<file path="src/rtl/mips_pkg.sv">
// Shared MIPS execute-stage definitions: multiply/divide op codes, MDU FSM states
// and a constant log2 helper for deriving counter widths.
package mips_pkg;

    typedef enum logic [1:0] {
        MDU_MULT  = 2'b00,
        MDU_MULTU = 2'b01,
        MDU_DIV   = 2'b10,
        MDU_DIVU  = 2'b11
    } mdu_op_e;

    typedef enum logic [1:0] {
        S_IDLE = 2'b00,
        S_RUN  = 2'b01,
        S_FIX  = 2'b10
    } mdu_state_e;

    // Ceiling log2; returns at least 1 so a counter is never zero bits wide.
    function automatic int unsigned log2(input int unsigned value);
        int unsigned r;
        r = 0;
        while ((32'd1 << r) < value) r++;
        return (r == 0) ? 1 : r;
    endfunction

endpackage

</file>
<file path="src/rtl/mult_div_unit.sv">
// Iterative one-bit-per-cycle multiply/divide unit owning HI/LO. Multiply and
// divide share one 2W shift register and iteration counter.
module mult_div_unit
    import mips_pkg::*;
#(
    parameter int unsigned DATA_WIDTH = 32
) (
    input  logic                  clk,
    input  logic                  rst,
    input  logic                  start,
    input  logic [1:0]            op,
    input  logic [DATA_WIDTH-1:0] a,
    input  logic [DATA_WIDTH-1:0] b,
    input  logic                  hi_wr,
    input  logic                  lo_wr,
    input  logic [DATA_WIDTH-1:0] wdata,
    output logic [DATA_WIDTH-1:0] hi,
    output logic [DATA_WIDTH-1:0] lo,
    output logic                  busy,
    output logic                  done
);

    localparam int unsigned W         = DATA_WIDTH;
    localparam int unsigned CNT_WIDTH = log2(DATA_WIDTH);

    mdu_state_e           state_q, state_d;
    mdu_op_e              op_q, op_d;
    logic [CNT_WIDTH-1:0] cnt_q, cnt_d;
    logic [2*W-1:0]       acc_q, acc_d;
    logic [W-1:0]         dvs_q, dvs_d;
    logic [W-1:0]         a_q, a_d;
    logic                 sa_q, sa_d, sb_q, sb_d;
    logic [W-1:0]         hi_q, hi_d, lo_q, lo_d;
    logic                 done_q, done_d;

    logic                 in_signed;
    logic [W-1:0]         a_mag, b_mag;
    logic [W:0]           mul_sum;
    logic [W:0]           rem_sh;
    logic [W:0]           div_diff;
    logic [2*W-1:0]       prod_fix;
    logic [W-1:0]         quo, rem;

    always_comb begin
        in_signed = ~op[0];
        a_mag     = (in_signed && a[W-1]) ? -a : a;
        b_mag     = (in_signed && b[W-1]) ? -b : b;

        // Multiply: acc = {partial product, remaining multiplier bits}.
        mul_sum   = {1'b0, acc_q[2*W-1:W]} + {1'b0, (acc_q[0] ? dvs_q : '0)};
        // Divide: acc = {remainder, remaining dividend bits / quotient bits}.
        rem_sh    = {acc_q[2*W-1:W], acc_q[W-1]};
        div_diff  = rem_sh - {1'b0, dvs_q};

        prod_fix  = (op_q == MDU_MULT && (sa_q ^ sb_q)) ? -acc_q : acc_q;
        quo       = (op_q == MDU_DIV && (sa_q ^ sb_q)) ? -acc_q[W-1:0] : acc_q[W-1:0];
        rem       = (op_q == MDU_DIV && sa_q) ? -acc_q[2*W-1:W] : acc_q[2*W-1:W];

        state_d = state_q;
        op_d    = op_q;
        cnt_d   = cnt_q;
        acc_d   = acc_q;
        dvs_d   = dvs_q;
        a_d     = a_q;
        sa_d    = sa_q;
        sb_d    = sb_q;
        hi_d    = hi_q;
        lo_d    = lo_q;
        done_d  = 1'b0;

        unique case (state_q)
            S_IDLE: begin
                if (start) begin
                    op_d    = mdu_op_e'(op);
                    a_d     = a;
                    sa_d    = a[W-1];
                    sb_d    = b[W-1];
                    acc_d   = {{W{1'b0}}, a_mag};
                    dvs_d   = b_mag;
                    cnt_d   = '0;
                    state_d = S_RUN;
                end else begin
                    if (hi_wr) hi_d = wdata;
                    if (lo_wr) lo_d = wdata;
                end
            end
            S_RUN: begin
                if (op_q[1]) begin
                    if (div_diff[W]) acc_d = {rem_sh[W-1:0], acc_q[W-2:0], 1'b0};
                    else             acc_d = {div_diff[W-1:0], acc_q[W-2:0], 1'b1};
                end else begin
                    acc_d = {mul_sum, acc_q[W-1:1]};
                end
                cnt_d = cnt_q + 1'b1;
                if (cnt_q == CNT_WIDTH'(W-1)) state_d = S_FIX;
            end
            S_FIX: begin
                if (!op_q[1]) begin
                    {hi_d, lo_d} = prod_fix;
                end else if (dvs_q == '0) begin
                    hi_d = a_q;
                    lo_d = '1;
                end else begin
                    hi_d = rem;
                    lo_d = quo;
                end
                done_d  = 1'b1;
                state_d = S_IDLE;
            end
            default: state_d = S_IDLE;
        endcase
    end

    always_ff @(posedge clk) begin
        if (rst) begin
            state_q <= S_IDLE;
            op_q    <= MDU_MULT;
            cnt_q   <= '0;
            acc_q   <= '0;
            dvs_q   <= '0;
            a_q     <= '0;
            sa_q    <= 1'b0;
            sb_q    <= 1'b0;
            hi_q    <= '0;
            lo_q    <= '0;
            done_q  <= 1'b0;
        end else begin
            state_q <= state_d;
            op_q    <= op_d;
            cnt_q   <= cnt_d;
            acc_q   <= acc_d;
            dvs_q   <= dvs_d;
            a_q     <= a_d;
            sa_q    <= sa_d;
            sb_q    <= sb_d;
            hi_q    <= hi_d;
            lo_q    <= lo_d;
            done_q  <= done_d;
        end
    end

    assign hi   = hi_q;
    assign lo   = lo_q;
    assign busy = (state_q != S_IDLE);
    assign done = done_q;

endmodule

</file>
<file path="config.mk">
export PLATFORM = sky130hd
export DESIGN_NAME = mult_div_unit
export DESIGN_NICKNAME = d
export VERILOG_FILES = /design/src/rtl/mips_pkg.sv /design/src/rtl/mult_div_unit.sv
export SDC_FILE = /design/constraint.sdc
export NUM_CORES = 1
export LEC_CHECK = 0
export BUFFER_PORTS_ARGS = -buffer_cell sky130_fd_sc_hd__buf_2
export CORE_MARGIN = 2
export CORE_UTILIZATION = 60
export DETAILED_ROUTE_END_ITERATION = 6
export PLACE_DENSITY = 0.81
export SLEW_MARGIN = 20
export SYNTH_ARGS = -nofsm -noshare
export SYNTH_HDL_FRONTEND = slang
export SYNTH_SLANG_ARGS = --single-unit
export TNS_END_PERCENT = 10
</file>
<file path="constraint.sdc">
create_clock -name clk -period 4.9 [get_ports clk]
set_input_delay 0.735 -clock clk [delete_from_list [all_inputs] [get_ports clk]]
set_output_delay 0.735 -clock clk [all_outputs]
set_load 0.01 [all_outputs]
</file>
==> results of run 1 <==
## worst max path at each step
| stage | startpoint | end | slack (ps) | cells past startpoint |
|---|---|---|---|---|
| after floorplan | acc_q[32]$_SDFFE_PP0P_ | acc_q[55]$_SDFFE_PP0P_ | 1530 | 12 |
| final | acc_q[33]$_SDFFE_PP0P_ | hi[30]$_SDFFE_PP0P_ | 860 | 11 |
| after detailed placement | acc_q[33]$_SDFFE_PP0P_ | hi[30]$_SDFFE_PP0P_ | 1020 | 11 |
| after CTS | acc_q[33]$_SDFFE_PP0P_ | hi[30]$_SDFFE_PP0P_ | 960 | 11 |
| after global placement | acc_q[33]$_SDFFE_PP0P_ | hi[30]$_SDFFE_PP0P_ | 1100 | 11 |
| after global routing | acc_q[32]$_SDFFE_PP0P_ | acc_q[63]$_SDFFE_PP0P_ | 680 | 12 |
## per-layer routing
metal	GRT usage, %	vias to the layer above	wire, µm
met1	54.37	8191	23770
met3	9.285	160	6863
met2	58.42	1064	23790
met4	12.52	6	2112
met5	0	-	38
li1	-	8142	-
## report_power, final
group	total (mW)	switching [mW]	internal [mW]	leakage, nW
combinational	1.36	0.857	0.499	5.25
sequential	1.92	0.162	1.76	1.67
clock	1.99	0.756	1.24	0.425
## tightest hold or removal path, stage by stage
cell     delay [ps]
buf_2            90
nand2_1          40
a21oi_1          50
## placed cells by master (no fill, tap or decap), types with 32 or more instances in the layout
cell type / n
a21oi_1: 225
dfxtp_1: 202
inv_1: 64
nand3_1: 32
a211oi_1: 92
nor2_1: 256
o21ai_0: 113
o221ai_1: 38
nor3_1: 47
nand2_1: 251
mux2i_1: 55
xnor2_1: 87
ha_1: 70
o211ai_1: 33
buf_2: 167
xor2_1: 93
## cells by family (layout without fill, tap and decap cells)
logic type                 Yosys count  after routing  synth area share, %
AOI/OAI and AO/OA                  705            705                28.34
muxes                               57             57                3.538
xor gates and xnor gates           180            180                9.733
buffers and inverters              241            299                5.770
adders and majority gates           72             72                5.654
and+or+nand+nor                    764            764                21.88
DFF                                203            203                25.09
## stage by stage
stage          cell area [µm²]  setup WS [ps]  util (%)  hold slack [ps]  power (mW)
6_report                 17890          857.9     66.95            421.9       5.267
3_5_place_dp             17010           1021     63.66            442.2       3.245
5_1_grt                  17890          683.7     66.95            442.2       5.440
2_1_floorplan            16200           1535         -            433.2       2.818
3_3_place_gp             17010           1104     63.66            438.1       3.219
4_1_cts                  17890          958.9     66.93            411.8       5.211
## state kept, by name (all words and copies together) (netlist names)
signal	cells
a_q	32
acc_q	64
cnt_q	5
done	1
dvs_q	32
hi	32
lo	32
op_q	2
sb_q	1
state_q	2
## layout make-up
type	instances	share of cell area (%)
Multi-Input combinational cell	1778	62.80
Sequential cell	203	22.73
Timing Repair Buffer	193	5.853
Clock buffer	32	3.804
Tap cell	341	2.385
Inverter	64	1.343
Clock inverter	10	1.077
==> metrics.md, run 1 <==
| Metric | Value |
|---|---|
| Clock sinks | `203` |
| DR vias | `17560` |
| Max Cap Viol | `0` |
| CP arrival | `4470 ps` |
| # diodes | `0` |
| Path depth of the worst reg2reg path | `11` |
| WS Path Type | `reg2reg` |
| Vias per inst | `6.701` |
| Gp weighted congestion | `1.009` |
| Post-synthesis cell type count | `78` |
| Inst Count DP | `2579` |
| Max Buffers Root-to-Sink | `3` |
| Max Slew Vio Count | `0` |
| Non-Filler Instances | `2621` |
| CTS Buf Count | `24` |
| Hold depth | `3` |
| Post-cts resize count | `0` |
| Multi-input logic area | `11240 µm²` |
| CTS tree | `yes` |
| Critical R2R Capture | `hi[30]$_SDFFE_PP0P_` |
| RSZ-0062 raised after global routing | `no` |
| Highest-delay cell along the critical path | `nor4_1` |
| Buf+Inv Stages, Crit Path | `1` |
| Crit Path Max Fanout | `8` |
| Sequential cell area | `4068 µm²` |
| Most common cell in the netlist | `nor2_1` |
| Sequential share of the synthesized area | `25.09%` |
| CTS Root Cell | `clkbuf_16` |
| Layout cell share with drive strength beyond 1 | `11.93%` |
| CP cell instances | `inv_1 -> ha_1 -> nor3b_1 -> nand3_1 -> nor4_1 -> and4b_1 -> nor2_1 -> xnor2_1 -> o21ai_0 -> a211oi_1 -> o41ai_1` |
| Setup tns final | `0 ps` |
| Post-CTS setup buffers | `0` |
| Largest net degree at the start of global routing | `119` |
| DRC Markers | `0` |
| Final WL | `56580 µm` |
| Area Growth Syn to Fin | `10.46%` |
| Outcome | `finished, final reports clean` |
| Worst-skew pair later-pin latency | `540 ps` |
| Fin Clk Skew | `17.76 ps` |
| Nets | `2439` |
| Final ANT Viol Nets | `0` |
| Reg2Reg Setup Slack | `860 ps` |
| Pre-antenna DRT Iters | `7` |
| Detailed placement HPWL | `41310 µm` |
| CTS H-tree depth | `1` |
| Setup Viol. Count Final | `0` |
| Crit. End Element | `flop` |
| CTS Hold Bufs | `0` |
| Fmax | `247.4 MHz` |
| Die height | `168.3 µm` |
| Fill count | `2311` |
| Syn Nets | `2397` |
| YS warnings | `0` |
| I/O pins | `169` |
| Starting density of the core | `60.61%` |
| PwrDens | `294.4 nW/µm²` |
| FFs w/ async S/R, synth | `0%` |
| Routed length per instance | `21.59 µm` |
| Largest cells by area after synthesis | `dfxtp_1 (25%), a21oi_1 (7.0%), nor2_1 (6.0%)` |
| Worst VDD drop | `0.3238 mV` |
| Synth area leader | `dfxtp_1` |
| Site row count | `60` |
| GRT overflow | `0` |
| Startpoint types | `flop` |
| Most instantiated cells after synthesis | `nor2_1 (260), nand2_1 (251), a21oi_1 (225)` |
| Leak | `7.340 nW` |
| Top_reg_cell synth | `dfxtp_1` |
| Clock Pin Slew Worst Setup and Hold Paths | `60 ps` |
| DIE AREA | `28330 µm²` |
| Hold_sp | `op[1]` |
| Mapped cell area | `16200 µm²` |
| Type of the most critical hold path | `in2reg` |
| Cell family with most CP delay | `simple AND/OR/NAND/NOR gates` |
| Final hold viol count | `0` |
| Required @ worst endpoint | `5330 ps` |
| Yosys reg bits | `203` |
| Die Wd | `168.3 µm` |
| Tcrit/Tclk final | `82.49%` |
| I/O Buffers | `168` |
| Core area | `26730 µm²` |
| Drt initial violations | `2398` |
| First-pass GRT wire length | `87710 µm` |
| Syn Inst Count | `2222` |
| Tot GR Track Use | `38.70%` |
| Crit path largest cell delay | `800 ps` |
| Max-slew headroom | `25.82%` |
| Post-synth EDFFs | `0` |
| Reg2reg start | `acc_q[33]$_SDFFE_PP0P_` |
| Hold path endpoint | `op_q[1]$_SDFFE_PP0P_` |
| Initial antenna violation count | `3` |
| Avg Inst Size Synth | `7.290 µm²` |
| Crit path time final | `4042 ps` |
| Worst Max-Slew Pin Slew | `1113 ps` |
| Vias in the first global route | `15850` |
| Top cell type's share of synthesized area | `25.09%` |
Power figures use the tool's default switching activity.
==> run 2, diff against run 1 <==
--- a/config.mk
+++ b/config.mk
@@ -5,11 +5,12 @@
 export SDC_FILE = /design/constraint.sdc
 export NUM_CORES = 1
 export LEC_CHECK = 0
+export ABC_AREA = 1
 export BUFFER_PORTS_ARGS = -buffer_cell sky130_fd_sc_hd__buf_2
 export CORE_MARGIN = 2
-export CORE_UTILIZATION = 60
+export CORE_UTILIZATION = 56
 export DETAILED_ROUTE_END_ITERATION = 6
-export PLACE_DENSITY = 0.81
+export PLACE_DENSITY = 0.79
 export SLEW_MARGIN = 20
 export SYNTH_ARGS = -nofsm -noshare
 export SYNTH_HDL_FRONTEND = slang
==> constraint.sdc (replaced) <==
create_clock -name clk -period 3.6 [get_ports clk]
set_input_delay 0.54 -clock clk [delete_from_list [all_inputs] [get_ports clk]]
set_output_delay 0.54 -clock clk [all_outputs]
set_load 0.01 [all_outputs]
==> run 2 against run 1 <==
Effect of this change:
- via count increased by 35%
- clock power increased by 38%
- critical endpoint is now acc_q[45]$_SDFFE_PP0P_
- combinational power increased by 130%
- sequential power increased by 37%
==> metrics.md, run 2 <==
| Metric | Value |
|---|---|
| Top_reg_cell synth | `dfxtp_1` |
| Type of the most critical hold path | `in2reg` |
| Crit path largest cell delay | `460 ps` |
| Commonest non-fill, non-tap cell in the layout | `nand2_1` |
| Max-slew headroom | `25.04%` |
| Hold depth | `3` |
| I/O Buffers | `168` |
| Post-CTS setup buffers | `0` |
| Most instantiated cells after synthesis | `nand2_1 (1061), inv_1 (567), nor2_1 (342)` |
| Yosys reg bits | `203` |
| Highest-delay cell along the critical path | `fa_1` |
| Crit. End Element | `flop` |
| Leak | `11.70 nW` |
| Required @ worst endpoint | `4080 ps` |
| Multi-input logic area | `12850 µm²` |
| Syn Inst Count | `3579` |
| Initial antenna violation count | `6` |
| Comb pwr share | `36.8%` |
| Reg2Reg Setup Slack | `480 ps` |
| Fill count | `3499` |
| Starting density of the core | `56.89%` |
| Area Growth Syn to Fin | `10.89%` |
| I/O pins | `169` |
| CTS Buf Count | `25` |
| Reg2reg start | `acc_q[31]$_SDFFE_PP0P_` |
| CTS H-tree depth | `1` |
| Crit path time final | `3121 ps` |
| CP arrival | `3600 ps` |
| Tot GR Track Use | `41.60%` |
| Switching Fraction | `41.40%` |
| Critical R2R Capture | `acc_q[45]$_SDFFE_PP0P_` |
| Synth area leader | `dfxtp_1` |
| Startpoint types | `flop` |
| PwrDens | `391.6 nW/µm²` |
| Crit path top cell by count | `nand2_2` |
| Avg Inst Size Synth | `5.491 µm²` |
| Layout cell share with drive strength beyond 1 | `9.179%` |
| Nets | `3860` |
| Max Slew Vio Count | `0` |
| Syn Nets | `3754` |
| Gp weighted congestion | `1.072` |
| WS Path Type | `reg2reg` |
| Routed length per instance | `18.70 µm` |
| Drt initial violations | `3433` |
| Final WL | `77830 µm` |
| Max reg flops | `64` |
| Top cell type's share of synthesized area | `20.68%` |
| Die Wd | `191.3 µm` |
| Crit Path Max Fanout | `23` |
| Setup tns final | `0 ps` |
| Switch Pwr | `3.534 mW` |
| Fmax | `320.4 MHz` |
| Hold_sp | `a[30]` |
| Clock power share | `32.3%` |
| Site row count | `68` |
| Post-route cell area | `21790 µm²` |
| CTS tree | `yes` |
| Setup Viol. Count Final | `0` |
| Pre-antenna DRT Iters | `6` |
| Int Pwr | `5.002 mW` |
| Post-synth EDFFs | `0` |
| Sequential cell area | `4068 µm²` |
| YS warnings | `0` |
| Most common cell in the netlist | `nand2_1` |
| Clock sinks | `203` |
| Final ANT Viol Nets | `0` |
| Hold path endpoint | `a_q[30]$_SDFFE_PP0P_` |
| Die height | `191.3 µm` |
| CTS Root Cell | `clkbuf_16` |
| Fin Clk Skew | `16.88 ps` |
| Sequential share of the synthesized area | `20.68%` |
| Vias per inst | `5.703` |
| Final hold viol count | `0` |
| GRT overflow | `0` |
| RSZ-0062 raised after global routing | `no` |
| Tcrit/Tclk final | `86.70%` |
| Layout Utilization | `63.09%` |
| Most frequent cells in the layout | `nand2_1 (1060), inv_1 (566), nor2_1 (339), a21oi_1 (294), o21ai_0 (281)` |
| Clock Pin Slew Worst Setup and Hold Paths | `70 ps` |
| Reg power frac | `31.0%` |
| Outcome | `finished, final reports clean` |
| DIE AREA | `36610 µm²` |
| Vias in the first global route | `20680` |
| Worst-skew pair later-pin latency | `570 ps` |
| Core area | `34540 µm²` |
| CTS Hold Bufs | `0` |
| First-pass GRT wire length | `117500 µm` |
| Cell Area, Placed | `20910 µm²` |
| Post-cts resize count | `0` |
| Largest net degree at the start of global routing | `103` |
| Mapped cell area | `19650 µm²` |
| Reg with most FFs | `acc_q` |
| DR vias | `23730` |
| Max Buffers Root-to-Sink | `3` |
| FFs w/ async S/R, synth | `0%` |
| Path depth of the worst reg2reg path | `19` |
| Max Cap Viol | `0` |
| Worst VDD drop | `0.3374 mV` |
| Largest cells by area after synthesis | `dfxtp_1 (21%), nand2_1 (20%), inv_1 (11%)` |
| Detailed placement HPWL | `60930 µm` |
| CP cell instances | `inv_1 -> ha_1 -> fa_1 -> inv_1 -> nand2_1 -> nand2_1 -> nand3_1 -> nand2_2 -> nand2_2 -> nand2_2 -> nand2_2 -> nand2_2 -> nand2_4 -> nand2_2 -> buf_4 -> nand2_1 -> nand3_1 -> nand2_1 -> a21oi_1` |
| Post-synthesis cell type count | `47` |
| DRC Markers | `0` |
| Worst Max-Slew Pin Slew | `1124 ps` |
==> run 2: cell count changes in the layout (fill, tap and decap cells not counted), moves of 33 or more <==
cell,previous run,this run
a21oi_1,225,294
mux2i_1,55,0
inv_1,64,566
nand3_1,32,275
xnor2_1,87,19
nor2_1,256,339
o21ai_0,113,281
o221ai_1,38,5
nand2_1,251,1060
a211oi_1,92,0
==> run 2: cells by family (layout without fill, tap and decap cells) <==
group,count (synthesis),count (layout),synth area share (%)
flops,203,203,20.68
compound gates,655,655,17.60
simple gates,1845,1845,39.29
xor+xnor,83,83,3.699
other cells,0,3,0
buf+inv,721,846,14.06
fa+ha+maj,72,72,4.660
==> run 2: power by group through the flow <==
| stage | clock [mW] | sequential, mW | combinational, mW |
|---|---|---|---|
| floorplan | 0 | 2.63 | 2.06 |
| global placement | 0 | 2.67 | 2.98 |
| detailed placement | 0 | 2.67 | 2.99 |
| CTS | 2.76 | 2.62 | 3.01 |
| global route | 2.85 | 2.65 | 3.43 |
| finish | 2.75 | 2.64 | 3.14 |
==> run 2: area by class of cell <==
| cell class | instances | share of cell area [%] |
|---|---|---|
| timing repair buffer | 221 | 5.741 |
| antenna | 3 | 0.03445 |
| tap | 455 | 2.612 |
| multi-input combinational | 2655 | 58.96 |
| clock inverter | 15 | 0.9416 |
| clock buffer | 31 | 3.066 |
| inverter | 579 | 9.978 |
| sequential | 203 | 18.66 |
==> run 2: metrics by stage <==
stage / power, mW / instances / worst slack (ps) / hold WS (ps)
after floorplan: 4.688 / 3579 / 1068 / 423.8
after global placement: 5.654 / 4113 / 714.7 / 452.2
after detailed placement: 5.658 / 4113 / 601.9 / 460.6
after CTS: 8.395 / 4159 / 548.6 / 272.1
after global routing: 8.938 / 4159 / 238.7 / 302.9
final: 8.535 / 4162 / 478.8 / 275.8
==> run 2: worst max-delay path by stage <==
stage,slack [ps],startpoint,end
2_1_floorplan,1070,acc_q[0]$_SDFFE_PP0P_,acc_q[59]$_SDFFE_PP0P_
3_3_place_gp,710,acc_q[32]$_SDFFE_PP0P_,acc_q[63]$_SDFFE_PP0P_
3_5_place_dp,600,acc_q[31]$_SDFFE_PP0P_,acc_q[34]$_SDFFE_PP0P_
4_1_cts,550,acc_q[31]$_SDFFE_PP0P_,acc_q[45]$_SDFFE_PP0P_
5_1_grt,240,acc_q[31]$_SDFFE_PP0P_,acc_q[45]$_SDFFE_PP0P_
6_report,480,acc_q[31]$_SDFFE_PP0P_,acc_q[45]$_SDFFE_PP0P_
==> run 2: critical path: cells and delay by family (launching register included) <==
kind	cells	cell delay, ps
buffers and inverters	3	540
AND/OR/NAND/NOR	13	1180
AO/OA/AOI/OAI	1	140
adder cells (fa/ha/maj)	2	720
flip-flops	1	440
==> run 2: routing by layer <==
layer	up-vias	wire length (µm)	track usage [%]
li1	11590	-	-
met3	138	13000	16.50
met4	10	1989	10.21
met2	1525	30270	57.82
met1	10470	32400	59.08
met5	-	161	1.648
